<file path="config.mk">
export PLATFORM = sky130hd
export DESIGN_NAME = eth_tx_arbiter_flat
export DESIGN_NICKNAME = d
export VERILOG_FILES = /design/src/rtl/eth_tx_arbiter_if.sv /design/src/rtl/eth_tx_arbiter.sv /design/src/flat_wrapper.sv
export SDC_FILE = /design/constraint.sdc
export NUM_CORES = 1
export LEC_CHECK = 0
export BUFFER_PORTS_ARGS = -buffer_cell sky130_fd_sc_hd__buf_2
export CORE_ASPECT_RATIO = 0.8
export CORE_MARGIN = 1
export CORE_UTILIZATION = 37
export DETAILED_ROUTE_END_ITERATION = 16
export PLACE_DENSITY_LB_ADDON = 0.25
export SETUP_SLACK_MARGIN = 0.5
export SYNTH_ARGS = -nofsm -noshare
export SYNTH_HDL_FRONTEND = slang
export SYNTH_SLANG_ARGS = --single-unit
</file>
<file path="constraint.sdc">
create_clock -name clk -period 2.2 [get_ports clk]
set_input_delay 0.44 -clock clk [delete_from_list [all_inputs] [get_ports clk]]
set_output_delay 0.44 -clock clk [all_outputs]
set_load 0.02 [all_outputs]
</file>
<file path="src/rtl/eth_tx_arbiter_if.sv">
// Handshake bundle between the tx packet sources, the tx output switch and the arbiter.
// Pure wiring, no latency.
// Backpressure is carried by i_tx_rdy; the arbiter only observes it.
interface eth_tx_arbiter_if;
  logic       i_arp_vld;
  logic       i_arp_sop;
  logic       i_udp_vld;
  logic       i_udp_sop;
  logic       i_ping_vld;
  logic       i_ping_sop;
  logic       i_tx_vld;
  logic       i_tx_eop;
  logic       i_tx_sop;
  logic       i_tx_rdy;
  logic [1:0] o_pkt_type;
  logic       o_busy;
  logic       o_timeout;
  logic       o_sop_err;

  // Sources/switch side: drives requests and the muxed tx beat, reads the select.
  modport master (
    output i_arp_vld, i_arp_sop, i_udp_vld, i_udp_sop, i_ping_vld, i_ping_sop,
    output i_tx_vld, i_tx_eop, i_tx_sop, i_tx_rdy,
    input  o_pkt_type, o_busy, o_timeout, o_sop_err
  );

  // Arbiter side.
  modport slave (
    input  i_arp_vld, i_arp_sop, i_udp_vld, i_udp_sop, i_ping_vld, i_ping_sop,
    input  i_tx_vld, i_tx_eop, i_tx_sop, i_tx_rdy,
    output o_pkt_type, o_busy, o_timeout, o_sop_err
  );
endinterface

</file>
<file path="src/rtl/eth_tx_arbiter.sv">
// Round-robin packet arbiter (ARP/UDP/PING) driving the tx switch select, with idle gap and stall watchdog.
// Latency: request sampled at edge N -> o_pkt_type valid after edge N; all outputs registered.
// Backpressure: grant held across i_tx_rdy stalls until eop or watchdog expiry; waiting sources hold sop.
module eth_tx_arbiter #(
  parameter int GAP_CYCLES = 1,
  parameter int TIMEOUT    = 1024,
  parameter int TO_W       = 11
) (
  input logic            clk,
  input logic            rst_n,
  eth_tx_arbiter_if.slave bus
);

  localparam logic [1:0] PT_NONE = 2'd0;
  localparam logic [1:0] PT_ARP  = 2'd1;
  localparam logic [1:0] PT_UDP  = 2'd2;
  localparam logic [1:0] PT_PING = 2'd3;

  localparam logic [3:0]      GAP_LAST = 4'(GAP_CYCLES - 1);
  localparam logic [TO_W-1:0] TO_LAST  = (TIMEOUT == 0) ? '0 : TO_W'(TIMEOUT - 1);

  typedef enum logic [1:0] {IDLE, BUSY, GAP} state_t;

  state_t          state_q, state_d;
  logic [1:0]      pkt_q, pkt_d;
  logic [1:0]      last_q, last_d;
  logic            busy_q, busy_d;
  logic            timeout_q, timeout_d;
  logic            sop_err_q, sop_err_d;
  logic [TO_W-1:0] stall_q, stall_d;
  logic [3:0]      gap_q, gap_d;
  logic            first_q, first_d;

  logic       req_arp, req_udp, req_ping;
  logic       acc;
  logic       grant_vld;
  logic [1:0] grant_type;

  assign req_arp  = bus.i_arp_vld  && bus.i_arp_sop;
  assign req_udp  = bus.i_udp_vld  && bus.i_udp_sop;
  assign req_ping = bus.i_ping_vld && bus.i_ping_sop;
  assign acc      = bus.i_tx_vld   && bus.i_tx_rdy;

  // Round-robin pick: first requester after the last-granted source, order ARP->UDP->PING.
  always_comb begin
    grant_vld  = req_arp || req_udp || req_ping;
    grant_type = PT_NONE;
    case (last_q)
      PT_ARP: begin
        if (req_udp)       grant_type = PT_UDP;
        else if (req_ping) grant_type = PT_PING;
        else if (req_arp)  grant_type = PT_ARP;
      end
      PT_UDP: begin
        if (req_ping)      grant_type = PT_PING;
        else if (req_arp)  grant_type = PT_ARP;
        else if (req_udp)  grant_type = PT_UDP;
      end
      default: begin
        if (req_arp)       grant_type = PT_ARP;
        else if (req_udp)  grant_type = PT_UDP;
        else if (req_ping) grant_type = PT_PING;
      end
    endcase
  end

  // Next-state and registered-output values.
  always_comb begin
    state_d   = state_q;
    pkt_d     = pkt_q;
    last_d    = last_q;
    busy_d    = busy_q;
    timeout_d = 1'b0;
    sop_err_d = 1'b0;
    stall_d   = stall_q;
    gap_d     = gap_q;
    first_d   = first_q;
    case (state_q)
      BUSY: begin
        if (acc) begin
          stall_d = '0;
          first_d = 1'b0;
          if (bus.i_tx_sop && !first_q) sop_err_d = 1'b1;
          if (bus.i_tx_eop) begin
            state_d = GAP;
            pkt_d   = PT_NONE;
            busy_d  = 1'b0;
            gap_d   = '0;
          end
        end else if (TIMEOUT != 0) begin
          stall_d = stall_q + 1'b1;
          if (stall_q == TO_LAST) begin
            state_d   = GAP;
            pkt_d     = PT_NONE;
            busy_d    = 1'b0;
            timeout_d = 1'b1;
            gap_d     = '0;
            stall_d   = '0;
          end
        end
      end
      GAP: begin
        pkt_d  = PT_NONE;
        busy_d = 1'b0;
        gap_d  = gap_q + 4'd1;
        // The final gap cycle also arbitrates, so the line sees exactly GAP_CYCLES idle cycles.
        if (gap_q == GAP_LAST) begin
          gap_d   = '0;
          state_d = IDLE;
          if (grant_vld) begin
            state_d = BUSY;
            pkt_d   = grant_type;
            last_d  = grant_type;
            busy_d  = 1'b1;
            stall_d = '0;
            first_d = 1'b1;
          end
        end
      end
      default: begin
        pkt_d  = PT_NONE;
        busy_d = 1'b0;
        if (grant_vld) begin
          state_d = BUSY;
          pkt_d   = grant_type;
          last_d  = grant_type;
          busy_d  = 1'b1;
          stall_d = '0;
          first_d = 1'b1;
        end
      end
    endcase
  end

  // State and output registers; reset aborts any grant immediately.
  always_ff @(posedge clk or negedge rst_n) begin
    if (!rst_n) begin
      state_q   <= IDLE;
      pkt_q     <= PT_NONE;
      last_q    <= PT_PING;
      busy_q    <= 1'b0;
      timeout_q <= 1'b0;
      sop_err_q <= 1'b0;
      stall_q   <= '0;
      gap_q     <= '0;
      first_q   <= 1'b0;
    end else begin
      state_q   <= state_d;
      pkt_q     <= pkt_d;
      last_q    <= last_d;
      busy_q    <= busy_d;
      timeout_q <= timeout_d;
      sop_err_q <= sop_err_d;
      stall_q   <= stall_d;
      gap_q     <= gap_d;
      first_q   <= first_d;
    end
  end

  assign bus.o_pkt_type = pkt_q;
  assign bus.o_busy     = busy_q;
  assign bus.o_timeout  = timeout_q;
  assign bus.o_sop_err  = sop_err_q;

endmodule

</file>
<file path="src/flat_wrapper.sv">
// flat-port wrapper written by rule: the top's interface ports become plain ports
module eth_tx_arbiter_flat 
#(
  parameter int GAP_CYCLES = 1,
  parameter int TIMEOUT    = 1024,
  parameter int TO_W       = 11
)
  (clk, rst_n, bus_i_arp_vld, bus_i_arp_sop, bus_i_udp_vld, bus_i_udp_sop, bus_i_ping_vld, bus_i_ping_sop, bus_i_tx_vld, bus_i_tx_eop, bus_i_tx_sop, bus_i_tx_rdy, bus_o_pkt_type, bus_o_busy, bus_o_timeout, bus_o_sop_err);
  eth_tx_arbiter_if bus_i ();
  input logic clk;
  input logic rst_n;
  input wire logic [$bits(bus_i.i_arp_vld)-1:0] bus_i_arp_vld;
  input wire logic [$bits(bus_i.i_arp_sop)-1:0] bus_i_arp_sop;
  input wire logic [$bits(bus_i.i_udp_vld)-1:0] bus_i_udp_vld;
  input wire logic [$bits(bus_i.i_udp_sop)-1:0] bus_i_udp_sop;
  input wire logic [$bits(bus_i.i_ping_vld)-1:0] bus_i_ping_vld;
  input wire logic [$bits(bus_i.i_ping_sop)-1:0] bus_i_ping_sop;
  input wire logic [$bits(bus_i.i_tx_vld)-1:0] bus_i_tx_vld;
  input wire logic [$bits(bus_i.i_tx_eop)-1:0] bus_i_tx_eop;
  input wire logic [$bits(bus_i.i_tx_sop)-1:0] bus_i_tx_sop;
  input wire logic [$bits(bus_i.i_tx_rdy)-1:0] bus_i_tx_rdy;
  output wire logic [$bits(bus_i.o_pkt_type)-1:0] bus_o_pkt_type;
  output wire logic [$bits(bus_i.o_busy)-1:0] bus_o_busy;
  output wire logic [$bits(bus_i.o_timeout)-1:0] bus_o_timeout;
  output wire logic [$bits(bus_i.o_sop_err)-1:0] bus_o_sop_err;
  assign bus_i.i_arp_vld = bus_i_arp_vld;
  assign bus_i.i_arp_sop = bus_i_arp_sop;
  assign bus_i.i_udp_vld = bus_i_udp_vld;
  assign bus_i.i_udp_sop = bus_i_udp_sop;
  assign bus_i.i_ping_vld = bus_i_ping_vld;
  assign bus_i.i_ping_sop = bus_i_ping_sop;
  assign bus_i.i_tx_vld = bus_i_tx_vld;
  assign bus_i.i_tx_eop = bus_i_tx_eop;
  assign bus_i.i_tx_sop = bus_i_tx_sop;
  assign bus_i.i_tx_rdy = bus_i_tx_rdy;
  assign bus_o_pkt_type = bus_i.o_pkt_type;
  assign bus_o_busy = bus_i.o_busy;
  assign bus_o_timeout = bus_i.o_timeout;
  assign bus_o_sop_err = bus_i.o_sop_err;
  eth_tx_arbiter #(.GAP_CYCLES(GAP_CYCLES), .TIMEOUT(TIMEOUT), .TO_W(TO_W)) u_core (.clk(clk), .rst_n(rst_n), .bus(bus_i));
endmodule
</file>
# ---- After elaboration in Yosys (flattened, before gate mapping)
# Cells that the tools add are included.
# Widths: inputs -> output; s select.
dict set report op_classes {
  n_reduce_logical 16
  bitwise 1
  add_sub_neg 2
  n_eq_ne 9
  n_mux 52
}
# op n
set ops {}
lappend ops {{$mux 11} 4}
lappend ops {{$mux 2} 20}
lappend ops {{$pmux 11 s2} 1}
lappend ops {{$mux 1} 16}
lappend ops {{$mux 4} 4}
lappend ops {{$pmux 2 s2} 4}
lappend ops {{$add 11x1->11 const B} 1}
lappend ops {{$eq 11x10->1 const B} 1}
lappend ops {{$pmux 4 s2} 1}
lappend ops {{$reduce_and 2->1} 3}
lappend ops {{$logic_and 1x1->1} 5}
lappend ops {{$add 4x1->4 const B} 1}
lappend ops {{$eq 2x1->1 const B} 2}
lappend ops {{$eq 2x2->1 const B} 2}
lappend ops {{$logic_not 4->1} 1}
lappend ops {{$ne 2x1->1 const B} 2}
lappend ops {{$pmux 1 s2} 2}
lappend ops {{$reduce_and 4->1} 1}
lappend ops {{$ne 3x1->1 const B} 1}
lappend ops {{$ne 3x3->1 const B} 1}
lappend ops {{$reduce_and 3->1} 1}
lappend ops {{$reduce_bool 3->1} 1}
lappend ops {{$logic_or 1x1->1} 2}
lappend ops {{$reduce_bool 2->1} 1}
lappend ops {{other kinds (2)} 2}
dict set report word_totals {
  in_bits 12
  out_inout_bits 5
  register_bits 25
}

# ---- Logic depth before layout (Yosys ltp)
dict set report depth {
  depth_word 8
  ltp_mapped 8
}

# ---- Worst setup path before layout
# No wires, ideal clock.
dict set report synth_timing {
  path_type {reg-to-reg}
  from {reg u_core.gap_q[0]}
  to {reg u_core.last_q[0]}
  n_path_buf 1
  synth_period_minus_slack_ns 1.975
  setup_ns 0.082
  path_stages_with_launch 8
  arrival_time_ns 1.893
  path_slack_ns 0.225
  path_cell_list {dfrtp_1 inv_1 ha_1 or3b_1 and2_1 clkbuf_1 nor3_1 mux2_2}
}
dict set report synth_via {
  elab_chain_len 3
}
# element line
set synth_rtl {}
lappend synth_rtl {{start: declaration} eth_tx_arbiter.sv:31} ;# logic [3:0] gap_q, gap_d;
lappend synth_rtl {{start signal: assignment} eth_tx_arbiter.sv:155} ;# gap_q <= gap_d;
lappend synth_rtl {{$logic_not 4->1} eth_tx_arbiter.sv:107} ;# if (gap_q == GAP_LAST) begin
lappend synth_rtl {{$ne 2x1->1 (no line)} -}
lappend synth_rtl {{$reduce_and 2->1 (no line)} -}
lappend synth_rtl {{end signal: assignment} eth_tx_arbiter.sv:150} ;# last_q <= last_d;
lappend synth_rtl {{end: declaration} eth_tx_arbiter.sv:26} ;# logic [1:0] last_q, last_d;
# No other way between the ends.
# A chain may end at the register's enable or synchronous reset.

# ---- Worst setup path in the final report
dict set report layout_timing {
  from {reg u_core.gap_q[0]}
  to {reg u_core.stall_q[3]}
}
dict set report layout_via {
  elab_chain_len 2
}
# element line
set layout_rtl {}
lappend layout_rtl {{$logic_not 4->1} eth_tx_arbiter.sv:107}
lappend layout_rtl {{$ne 2x1->1 (no line)} -}
lappend layout_rtl {{end signal: assignment} eth_tx_arbiter.sv:154} ;# stall_q <= stall_d;
lappend layout_rtl {{end: declaration} eth_tx_arbiter.sv:30} ;# logic [TO_W-1:0] stall_q, stall_d;
# No other way between the ends.

==> results.sh <==
export IMPL_drc=0
export IMPL_arrival_ns=2.16
export IMPL_drt_pass1_iter_count=5
export IMPL_drive_gt1_share_pct=39.8
export IMPL_layout_setup_ws_ns=0.240
export IMPL_synth_fp_nets=170
export IMPL_port_buffer_count=16
export IMPL_combPwrFrac_pct=52.3
export IMPL_area_growth_pct=34.9
export IMPL_vias_per_cell=5.67
export IMPL_post_drt_wl_per_cell_um=16.2
export IMPL_critPathKind="reg2reg"
export IMPL_status="complete, no violations"
export IMPL_core_area_sq_um=3540
export IMPL_swShare_pct=41.1
export IMPL_p_int_mw=1.10
export IMPL_initial_core_util_pct=39.8
export IMPL_cp_end_kind="flop"
export IMPL_syn_cell_area_sq_um=1410
export IMPL_pwr_density_cell_nw_per_um2=981
export IMPL_pre_cts_ws_ns=0.185
export IMPL_synth_area_leader_cell="dfrtp_1"
export IMPL_place_hpwl_um=2460
export IMPL_clockBufferDepth=2
export IMPL_max_slew_margin_pct=63.5
export IMPL_max_cap_viol_count=0
export IMPL_report_final_slew_viol_count=0
export IMPL_synth_seq_area_share_pct=44.5
export IMPL_root_buffer="clkbuf_8"
export IMPL_ant_nets=0
export IMPL_p_switching_mw=0.766
export IMPL_final_setup_tns_ns=0
export IMPL_wl_um=3770
export IMPL_rows=19
export IMPL_die_x_um=71.0
export IMPL_netlist_area_leader_share_pct=40.8
export IMPL_die_y_um=57.2
export IMPL_synthTopCellsByCount="dfrtp_1, nand2_1, o21ai_0"
export IMPL_synth_cell_type_count=33
export IMPL_synth_area_per_cell_sq_um=9.34
export IMPL_gp_congestion=0.865
export IMPL_post_route_period_util_pct=89.1
export IMPL_cts_tree="yes"
export IMPL_cp_data_required_time_ns=2.40
export IMPL_yosysMostFrequentCell="dfrtp_1"
export IMPL_diodes=0
export IMPL_final_nets=211
export IMPL_grt_max_degree=26
export IMPL_grt_pass1_vias=1299
export IMPL_antenna_found_initial=0
export IMPL_grt_total_usage_pct=19.2
export IMPL_synthCells=151
export IMPL_ioPinCount=17
export IMPL_cts_sink_count=25
export IMPL_gr_total_overflow=0
export IMPL_setup_viol=0
export IMPL_power_leakage_nw=0.879
export IMPL_synth_area_top_cells="dfrtp_1, ha_1, o21ai_0"
export IMPL_rsz0062_at_grt="yes"
export IMPL_yosysWarningCount=0
export IMPL_max_freq_ghz=0.510
export IMPL_cts_clk_slew_worst_paths_ns=0.09
export IMPL_drt_initial_drc_count=127
export IMPL_skew_ns=0.00314
export IMPL_ir_drop_mv=0.741
export IMPL_clockPowerShare_pct=14.9
export IMPL_synth_edf_count=0
export IMPL_hold_class="in2async"
export IMPL_cts_max_level=1
export IMPL_hold_violations=0
export IMPL_async_reset_ff_share_pct=100
export IMPL_cts_buffers=3
export IMPL_via_count=1320
export IMPL_grt_pass1_wl_um=5900
export IMPL_worst_pin_slew_ns=0.547
export IMPL_critPathLaunchType="flop"
export IMPL_ys_flop_type="dfrtp_1"
export IMPL_cp_max_fo=7
export IMPL_worstSkewPairLatency_ns=0.27
export IMPL_whs_ns=0.143
export IMPL_post_route_min_period_ns=1.96
export IMPL_dieArea_sq_um=4060
export IMPL_p_seq_share_pct=32.8
export IMPL_synth_seq_cells=25
-- critical path, cell delays in order (launching register included) --
cell	delay, ns
dfrtp_1	0.41
inv_2	0.09
ha_4	0.12
or3b_4	0.40
a22o_4	0.27
nor3_4	0.27
a41oi_2	0.17
a31oi_1	0.15
-- cells in the final DEF (no fill, tap or decap), types with 3 or more instances in the layout --
cell type  instances
o21ai_1            8
a31oi_1            6
nor2_1             7
clkbuf_8           3
a22o_1             3
buf_2             16
nand3_1            8
dfrtp_2            3
and2_1             3
o21ai_0            7
buf_4             21
a21oi_1            7
inv_1              7
nand2_1           20
ha_1               4
dfrtp_1           20
-- cells by family (layout without fill, tap and decap cells) --
logic type               count (synthesis)  after routing  share of synthesized area (%)
buffers and inverters                   11             51                           3.02
AND/OR/NAND/NOR                         56             56                           20.5
multiplexers                             5              5                           3.82
adder cells (fa/ha/maj)                  7              7                           6.21
flip-flops                              25             25                           44.5
AO/OA/AOI/OAI                           47             47                           21.9
-- path summary, 6_finish.rpt --
path | depth (start not counted) | endpoint | slack, ns | from
worst max-delay path | 7 | u_core.stall_q[3]$_DFFE_PN0P_ | 0.24 | u_core.gap_q[0]$_DFFE_PN0P_
worst min-delay path | 1 | u_core.stall_q[5]$_DFFE_PN0P_ | 0.14 | rst_n
worst max register to register | 7 | u_core.stall_q[3]$_DFFE_PN0P_ | 0.24 | u_core.gap_q[0]$_DFFE_PN0P_
worst min register to register | 1 | u_core.bus.o_sop_err$_DFF_PN0_ | 0.47 | u_core.first_q$_DFFE_PN0P_
max in group asynchronous | 1 | u_core.stall_q[1]$_DFFE_PN0P_ | 1.67 | rst_n
min in group clk | 3 | u_core.bus.o_sop_err$_DFF_PN0_ | 0.40 | bus_i_tx_sop
-- state kept, by name, indices dropped and copies added, names as in the netlist --
signal                 cells
u_core.last_q              2
u_core.bus.o_sop_err       1
u_core.bus.o_pkt_type      2
u_core.first_q             1
u_core.gap_q               4
u_core.stall_q            11
u_core.bus.o_busy          1
u_core.state_q             2
u_core.bus.o_timeout       1
-- through the flow --
step | area (sq um) | util, % | power, mW | std cells
global route | 1900 | 53.7 | 1.99 | 233
CTS | 1800 | 50.8 | 1.76 | 227
floorplan | 1470 | - | 1.19 | 151
detailed placement | 1600 | 45.2 | 1.38 | 210
global placement | 1600 | 45.2 | 1.36 | 210
finish | 1900 | 53.7 | 1.87 | 233
-- cell type report --
class                      count  area [sq um]
fill                         302          1640
multi-input combinational    115           890
sequential                    25           632
timing repair buffer          38           249
tap                           42          52.6
clock buffer                   4          45.0
inverter                       9          33.8
-- layer usage --
metal	GRT usage, %	vias up	wire, um
met2	29.3	56	1750
met3	4.95	6	243
met5	0	-	0
li1	-	635	-
met1	26.0	623	1710
met4	8.86	0	58
-- what timing repair did --
action / CTS / global route
buffers inserted: 13 / 6
gates resized for setup: 17 / 18
setup endpoints to repair: 16 / 21
pin swaps: 9 / 14
hold buffers: 0 / 0
-- power by group through the flow --
stage | combinational, mW | clock (mW) | sequential, mW
global route | 1.06 | 0.299 | 0.624
global placement | 0.735 | 0 | 0.624
floorplan | 0.544 | 0 | 0.646
finish | 0.976 | 0.278 | 0.612
detailed placement | 0.755 | 0 | 0.629
CTS | 0.865 | 0.286 | 0.612
No activity file was read; power rests on OpenSTA's default activity.
